## src/rtl/mole_pkg.sv

```systemverilog
// Shared definitions for the whack-a-mole pattern generator and the game core.
// Covers pattern geometry, FSM state encoding, LFSR taps and the fallback position rule.
package mole_pkg;

    localparam int          NUM_SLOTS = 8;
    localparam int          POS_W     = 4;
    localparam int          DATA_W    = NUM_SLOTS * POS_W;
    localparam logic [15:0] LFSR_TAPS = 16'hB400;

    typedef enum logic [1:0] {
        IDLE = 2'd0,
        GEN  = 2'd1,
        EMIT = 2'd2
    } state_t;

    // Deterministic next position used when the random draws keep getting rejected.
    function automatic logic [POS_W-1:0] fallback_pos(input logic [POS_W-1:0] last_val,
                                                      input logic [POS_W-1:0] key_max);
        logic [POS_W-1:0] nxt;
        if (last_val >= key_max) begin
            nxt = {POS_W{1'b0}};
        end else begin
            nxt = last_val + 4'd1;
        end
        return nxt;
    endfunction

endpackage

```

## src/rtl/mole_pattern_gen_if.sv

```systemverilog
// Request/pattern handoff between the pattern generator (master) and the game core (slave).
interface mole_pattern_gen_if;
    import mole_pkg::*;

    logic              game_start;
    logic              req;
    logic [DATA_W-1:0] data_out;
    logic              write_enable;
    logic              busy;
    logic [7:0]        pattern_count;
    logic              req_dropped;

    modport master (
        input  game_start, req,
        output data_out, write_enable, busy, pattern_count, req_dropped
    );

    modport slave (
        output game_start, req,
        input  data_out, write_enable, busy, pattern_count, req_dropped
    );

endinterface

```

## src/rtl/lfsr16.sv

```systemverilog
// Free-running 16-bit Galois LFSR; a zero seed is replaced so the register never locks up.
module lfsr16
    import mole_pkg::*;
#(
    parameter logic [15:0] SEED = 16'hACE1
) (
    input  logic        clk,
    input  logic        reset,
    output logic [15:0] q
);
    localparam logic [15:0] SEED_C = (SEED == 16'h0000) ? 16'h0001 : SEED;

    logic [15:0] q_r;

    // Shift right every cycle, folding the taps in when a one falls out.
    always_ff @(posedge clk or posedge reset) begin
        if (reset) begin
            q_r <= SEED_C;
        end else if (q_r[0]) begin
            q_r <= (q_r >> 1) ^ LFSR_TAPS;
        end else begin
            q_r <= q_r >> 1;
        end
    end

    assign q = q_r;

endmodule

```

## src/rtl/mole_pattern_gen.sv

```systemverilog
// Mole pattern generator: draws NUM_SLOTS key positions from the LFSR into a build buffer
// and hands each complete pattern to the game core with a one-cycle write strobe.
module mole_pattern_gen
    import mole_pkg::*;
#(
    parameter int          KEY_COUNT = 9,
    parameter logic [15:0] LFSR_SEED = 16'hACE1,
    parameter int          MAX_RETRY = 15
) (
    input  logic               clk,
    input  logic               reset,
    mole_pattern_gen_if.master bus
);
    localparam int                SLOT_W    = $clog2(NUM_SLOTS);
    localparam logic [SLOT_W-1:0] LAST_SLOT = SLOT_W'(NUM_SLOTS - 1);
    localparam logic [POS_W-1:0]  KEY_MAX   = POS_W'(KEY_COUNT - 1);
    localparam logic [POS_W:0]    KEY_LIMIT = (POS_W + 1)'(KEY_COUNT);
    localparam logic [7:0]        RETRY_MAX = 8'(MAX_RETRY);

    logic [15:0]       lfsr_q_s;
    logic [POS_W-1:0]  draw_s;
    logic              unused_lfsr_s;
    logic              trig_s;
    logic              accept_s;
    logic              give_up_s;
    logic              take_s;
    logic [POS_W-1:0]  pos_s;

    state_t            state_r;
    logic [SLOT_W-1:0] slot_r;
    logic [7:0]        retry_r;
    logic [POS_W-1:0]  last_val_r;
    logic [DATA_W-1:0] build_r;
    logic              pending_r;
    logic [DATA_W-1:0] data_out_r;
    logic              write_enable_r;
    logic              busy_r;
    logic [7:0]        pattern_count_r;
    logic              req_dropped_r;

    lfsr16 #(.SEED(LFSR_SEED)) u_lfsr (
        .clk   (clk),
        .reset (reset),
        .q     (lfsr_q_s)
    );

    assign draw_s        = lfsr_q_s[POS_W-1:0];
    assign unused_lfsr_s = ^lfsr_q_s[15:POS_W];
    assign trig_s        = bus.game_start | bus.req;

    // A draw is usable when it is a legal key and not a repeat; otherwise fall back once retries run out.
    assign accept_s  = ({1'b0, draw_s} < KEY_LIMIT) && (draw_s != last_val_r);
    assign give_up_s = (retry_r == RETRY_MAX);
    assign take_s    = accept_s | give_up_s;
    assign pos_s     = accept_s ? draw_s : fallback_pos(last_val_r, KEY_MAX);

    // Request FSM, slot/retry bookkeeping, build buffer and registered handoff outputs.
    always_ff @(posedge clk or posedge reset) begin
        if (reset) begin
            state_r         <= IDLE;
            slot_r          <= {SLOT_W{1'b0}};
            retry_r         <= 8'd0;
            last_val_r      <= 4'hF;
            build_r         <= {DATA_W{1'b0}};
            pending_r       <= 1'b0;
            data_out_r      <= {DATA_W{1'b0}};
            write_enable_r  <= 1'b0;
            busy_r          <= 1'b0;
            pattern_count_r <= 8'd0;
            req_dropped_r   <= 1'b0;
        end else begin
            write_enable_r <= 1'b0;
            case (state_r)
                IDLE: begin
                    if (trig_s) begin
                        state_r <= GEN;
                        slot_r  <= {SLOT_W{1'b0}};
                        retry_r <= 8'd0;
                        busy_r  <= 1'b1;
                    end
                end
                GEN: begin
                    if (trig_s) begin
                        if (pending_r) begin
                            req_dropped_r <= 1'b1;
                        end else begin
                            pending_r <= 1'b1;
                        end
                    end
                    if (take_s) begin
                        build_r[slot_r*POS_W +: POS_W] <= pos_s;
                        last_val_r <= pos_s;
                        retry_r    <= 8'd0;
                        if (slot_r == LAST_SLOT) begin
                            state_r <= EMIT;
                        end else begin
                            slot_r <= slot_r + 1'b1;
                        end
                    end else begin
                        retry_r <= retry_r + 8'd1;
                    end
                end
                EMIT: begin
                    data_out_r      <= build_r;
                    write_enable_r  <= 1'b1;
                    pattern_count_r <= pattern_count_r + 8'd1;
                    slot_r          <= {SLOT_W{1'b0}};
                    retry_r         <= 8'd0;
                    // A request arriving now is pended and consumed at once; a second one is lost.
                    if (pending_r | trig_s) begin
                        state_r   <= GEN;
                        busy_r    <= 1'b1;
                        pending_r <= 1'b0;
                        if (pending_r & trig_s) begin
                            req_dropped_r <= 1'b1;
                        end
                    end else begin
                        state_r <= IDLE;
                        busy_r  <= 1'b0;
                    end
                end
                default: begin
                    state_r   <= IDLE;
                    busy_r    <= 1'b0;
                    pending_r <= 1'b0;
                end
            endcase
        end
    end

    assign bus.data_out      = data_out_r;
    assign bus.write_enable  = write_enable_r;
    assign bus.busy          = busy_r;
    assign bus.pattern_count = pattern_count_r;
    assign bus.req_dropped   = req_dropped_r;

endmodule
```

## src/flat_wrapper.sv

```systemverilog
// flat-port wrapper written by rule: the top's interface ports become plain ports
module mole_pattern_gen_flat import mole_pkg::*;
#(
    parameter int          KEY_COUNT = 9,
    parameter logic [15:0] LFSR_SEED = 16'hACE1,
    parameter int          MAX_RETRY = 15
)
  (clk, reset, bus_game_start, bus_req, bus_data_out, bus_write_enable, bus_busy, bus_pattern_count, bus_req_dropped);
  mole_pattern_gen_if bus_i ();
  input  logic clk;
  input  logic reset;
  input wire logic [$bits(bus_i.game_start)-1:0] bus_game_start;
  input wire logic [$bits(bus_i.req)-1:0] bus_req;
  output wire logic [$bits(bus_i.data_out)-1:0] bus_data_out;
  output wire logic [$bits(bus_i.write_enable)-1:0] bus_write_enable;
  output wire logic [$bits(bus_i.busy)-1:0] bus_busy;
  output wire logic [$bits(bus_i.pattern_count)-1:0] bus_pattern_count;
  output wire logic [$bits(bus_i.req_dropped)-1:0] bus_req_dropped;
  assign bus_i.game_start = bus_game_start;
  assign bus_i.req = bus_req;
  assign bus_data_out = bus_i.data_out;
  assign bus_write_enable = bus_i.write_enable;
  assign bus_busy = bus_i.busy;
  assign bus_pattern_count = bus_i.pattern_count;
  assign bus_req_dropped = bus_i.req_dropped;
  mole_pattern_gen #(.KEY_COUNT(KEY_COUNT), .LFSR_SEED(LFSR_SEED), .MAX_RETRY(MAX_RETRY)) u_core (.clk(clk), .reset(reset), .bus(bus_i));
endmodule
```

## config.mk

```make
export PLATFORM = sky130hd
export DESIGN_NAME = mole_pattern_gen_flat
export DESIGN_NICKNAME = d
export VERILOG_FILES = /design/src/rtl/mole_pkg.sv /design/src/rtl/mole_pattern_gen_if.sv /design/src/rtl/lfsr16.sv /design/src/rtl/mole_pattern_gen.sv /design/src/flat_wrapper.sv
export SDC_FILE = /design/constraint.sdc
export NUM_CORES = 1
export LEC_CHECK = 0
export CAP_MARGIN = 10
export CORE_MARGIN = 2
export CORE_UTILIZATION = 45
export CTS_BUF_LIST = sky130_fd_sc_hd__clkbuf_8 sky130_fd_sc_hd__clkbuf_16
export CTS_CLUSTER_DIAMETER = 120
export DETAILED_ROUTE_END_ITERATION = 10
export MAX_ROUTING_LAYER = met4
export PLACE_DENSITY = 0.66
export SLEW_MARGIN = 20
export SYNTH_ARGS = -nofsm -noshare
export SYNTH_HDL_FRONTEND = slang
export SYNTH_HIERARCHICAL = 1
export SYNTH_SLANG_ARGS = --single-unit
```

## constraint.sdc

```tcl
create_clock -name clk -period 2.97 [get_ports clk]
set_input_delay 0.297 -clock clk [delete_from_list [all_inputs] [get_ports clk]]
set_output_delay 0.297 -clock clk [all_outputs]
set_load 0.01 [all_outputs]
```

==> flow_summary_export.csv <==
group,metric,value,unit
run_status,status,"complete, no violations",
floorplan,die_h,105,um
setup_path,critical_path.reg2reg.endpoint,"u_core/build_r[19]",
min_path,timing.hold.worst.class,"in -> async",
clock_tree,cts.path.max_buffers,2,
final_layout,antenna-diode-count,0,
final_layout,design.final.nets,429,
routing,detail_route.drc_violations,0,
setup_path,crit_path_max_fanout,13,
setup_path,critPathLaunchType,"flip-flop",
synthesis,yosysTopAreaCell,"sky130_fd_sc_hd__dfrtp_1",
floorplan,starting_density,46.7,%
synthesis,post_synth_edffs,0,
setup_path,cp.arrival,2.84,ns
clock_tree,clock_tree.htree_level_count,3,
synthesis,synth_most_common_cell,"sky130_fd_sc_hd__dfrtp_1",
floorplan,die_width,105,um
synthesis,count_of_state_elements_after_synthesis,109,
sta,setup_viol,0,
synthesis,syn-mean-instance-area,12.6,um^2
setup_path,launching_point_of_the_worst_reg2reg_path,"u_core/slot_r[0]",
global_routing,grt_remaining_overflow,0,
setup_path,r2r_slack,0.39,ns
setup_path,worstSetupEndpoint,"u_core/build_r[19]",
clock_tree,cts_sinks,109,
setup_path,timing_worst_setup_path_type,"reg -> reg",
final_layout,area_growth,18.5,%
placed_design,post-dp-hpwl,5.83,mm
flow_run,timing.max_cap.violations,0,
floorplan,num_rows,36,
floorplan,core,9860,um^2
setup_path,critical_path.endpoint_type,"flip-flop",
sta,clock-skew-final,0.0165,ns
clock_tree,cts_tree,"yes",
synthesis,yosys_warnings,6,
final_layout,postLayoutCoreUtil,55.3,%
sta,timing.final.crit_share,86.9,%
placed_design,place.port_buffers,46,
clock_tree,clock_tree.root_cell,"sky130_fd_sc_hd__clkbuf_8",
sta,final-hold-violation-count,0,
synthesis,post_synth_most_frequent_cells,"97 x sky130_fd_sc_hd__dfrtp_1, 47 x sky130_fd_sc_hd__mux2_2, 29 x sky130_fd_sc_hd__nand2_1",
sta,max_slew.worst_pin.slew,0.697,ns
routing,vias_per_cell,5.25,
routing,count_of_tritonroute_iterations_in_the_first_routing_pass,4,
sta,post-route-worst-setup-slack,0.390,ns
power_and_ir_drop,power_per_cell_area,772,nW/um^2
sta,timing.final.crit_period,2.58,ns
routing,vias,2896,
clock_tree,holdBufCountCts,0,
routing,drt-wirelength-per-cell,14.9,um
final_layout,layout.cells.non_filler,552,
setup_path,setup.worst_path.start,"u_core/slot_r[0]",
power_and_ir_drop,power,4.21,mW
final_layout,num-fill-cells,816,
placed_design,dpl_worst_slack,0.441,ns
clock_tree,cts.repair.resized,0,
global_routing,via_count_of_the_first_global_routing_pass,2898,
setup_path,worst-r2r-cell-count,6,
synthesis,synthDistinctLibCells,46,
global_routing,grt_antenna_before_repair,0,
synthesis,yosysSeqAreaShare,59.6,%
placed_design,dp.cells,536,
routing,detailedRoute.firstIterationViolations,84,
power_and_ir_drop,vdd_drop_max,401,uV
setup_path,timing.critical_path.required,3.23,ns
clock_tree,clock_latency,0.38,ns
global_routing,grt_max_degree,43,
clock_tree,clk_pin_slew_worst_paths,0.10,ns
global_routing,grt_util_all_layers,16.4,%
placed_design,gp_congestion,0.797,
sta,maxSlewHeadroom,53.5,%
sta,timing_max_transition_violations_final,0,
power_and_ir_drop,p_leak,2.52,nW
synthesis,ys.flop_type,"sky130_fd_sc_hd__dfrtp_1",
sta,grt_setup_unrepaired,"false",
floorplan,die_footprint,11100,um^2
sta,totalNegativeSetupSlack,0,ns
clock_tree,post_cts_buffers,0,
synthesis,synthCells,364,
sta,clock.fmax,0.388,GHz
final_layout,final_layout_size_suffix_gt1_share,21.5,%
clock_tree,numCtsBuffers,9,
synthesis,mappedNetlistNets,379,
routing,final_wirelength,8.24,mm
synthesis,synth_top_area_share,52.7,%
synthesis,synth_top_cells_by_area,"sky130_fd_sc_hd__dfrtp_1 53%, sky130_fd_sc_hd__mux2_2 11%, sky130_fd_sc_hd__dfstp_2 6.8%, sky130_fd_sc_hd__ha_1 3.0%, sky130_fd_sc_hd__nand2_1 2.4%",
global_routing,global_route_wire_length_before_repair,14.2,mm
synthesis,asyncSetResetFlopFracSynth,100,%
synthesis,synthesis.area,4600,um^2
routing,route.antenna.remaining_nets,0,
floorplan,ios,47,
## state kept, by name, summed over array words and instances (netlist names)
name                      count
u_core/last_val_r             4
u_core/bus.write_enable       1
u_core/pending_r              1
u_core/bus.req_dropped        1
u_core/build_r               32
u_core/retry_r                8
u_core/bus.busy               1
u_core/state_r                2
u_core/bus.data_out          32
u_core/u_lfsr/q              16
u_core/bus.pattern_count      8
u_core/slot_r                 3
## layout make-up
cell class / count / area [um^2] / area share (%)
clock buffers: 9 / 124 / 2.27
clock inverters: 7 / 86.3 / 1.58
inverters: 10 / 38.8 / 0.711
multi-input cells: 231 / 1770 / 32.5
flip-flops and latches: 109 / 2740 / 50.3
well taps: 133 / 166 / 3.05
repair buffers: 53 / 526 / 9.63
## where the power goes
part,switching (mW),total (mW),internal [mW]
sequential,0.208,1.92,1.71
combinational,0.810,1.37,0.558
clock,0.518,0.923,0.405
## how the worst min path moves through the flow
stage,endpoint,depth (start not counted),slack [ns],from
4_1_cts,u_core/u_lfsr/q[8],2,0.34,reset
3_5_place_dp,u_core/u_lfsr/q[3],0,0.34,u_core/u_lfsr/q[4]
6_report,u_core/u_lfsr/q[1],2,0.33,reset
5_1_grt,u_core/u_lfsr/q[3],0,0.37,u_core/u_lfsr/q[4]
2_1_floorplan,u_core/u_lfsr/q[12],1,0.21,reset
3_3_place_gp,u_core/u_lfsr/q[7],0,0.34,u_core/u_lfsr/q[8]
## routing by layer
layer	GRT usage, %	up-vias	share of wire (%)
li1	-	1389	-
met1	21.9	1432	46
met2	25.2	64	49
met3	2.93	11	3.6
met4	6.10	0	1.3
met5	-	-	0
## metrics by stage
step | instance area, um^2 | hold WS (ns)
final | 5460 | 0.333
after global routing | 5460 | 0.369
after CTS | 5460 | 0.342
after detailed placement | 5250 | 0.336
after global placement | 5250 | 0.337
after floorplan | 4600 | 0.205
## kinds of logic (layout without fill, tap and decap cells)
| group | Yosys count | in the layout | share of synthesized area [%] |
|---|---|---|---|
| AND/OR/NAND/NOR | 92 | 92 | 10.3 |
| AO/OA/AOI/OAI | 60 | 60 | 9.27 |
| multiplexers | 52 | 52 | 12.7 |
| XOR/XNOR | 16 | 16 | 3.04 |
| flip-flops | 109 | 109 | 59.6 |
| buffers and inverters | 24 | 79 | 2.12 |
| adder cells (fa/ha/maj) | 11 | 11 | 2.99 |
## layout by cell type (no fill, tap or decap), drive strengths merged, types with 6 or more instances in the layout
cell type,Yosys,layout
xor2,7,7
nand2b,7,7
clkbuf,5,9
nand2,29,29
nor3,8,8
o21ai,12,12
and3,6,6
o31ai,11,11
buf,9,7
nor2,18,18
dfstp,12,12
ha,11,11
dfrtp,97,97
nand3,6,6
o211ai,8,8
xnor2,9,9
clkdlybuf4s50,0,46
inv,10,12
a21oi,8,8
mux2,50,50
## worst max-delay path, stage by stage, from the launching register on
cell and delay [ns]:
sky130_fd_sc_hd__dfrtp_1 0.63, sky130_fd_sc_hd__inv_1 0.20, sky130_fd_sc_hd__ha_1 0.25, sky130_fd_sc_hd__ha_1 0.45, sky130_fd_sc_hd__o211ai_1 0.17, sky130_fd_sc_hd__or3_1 0.43
sky130_fd_sc_hd__mux2_1 0.35
Note: power is estimated with default switching activity, not from simulation.
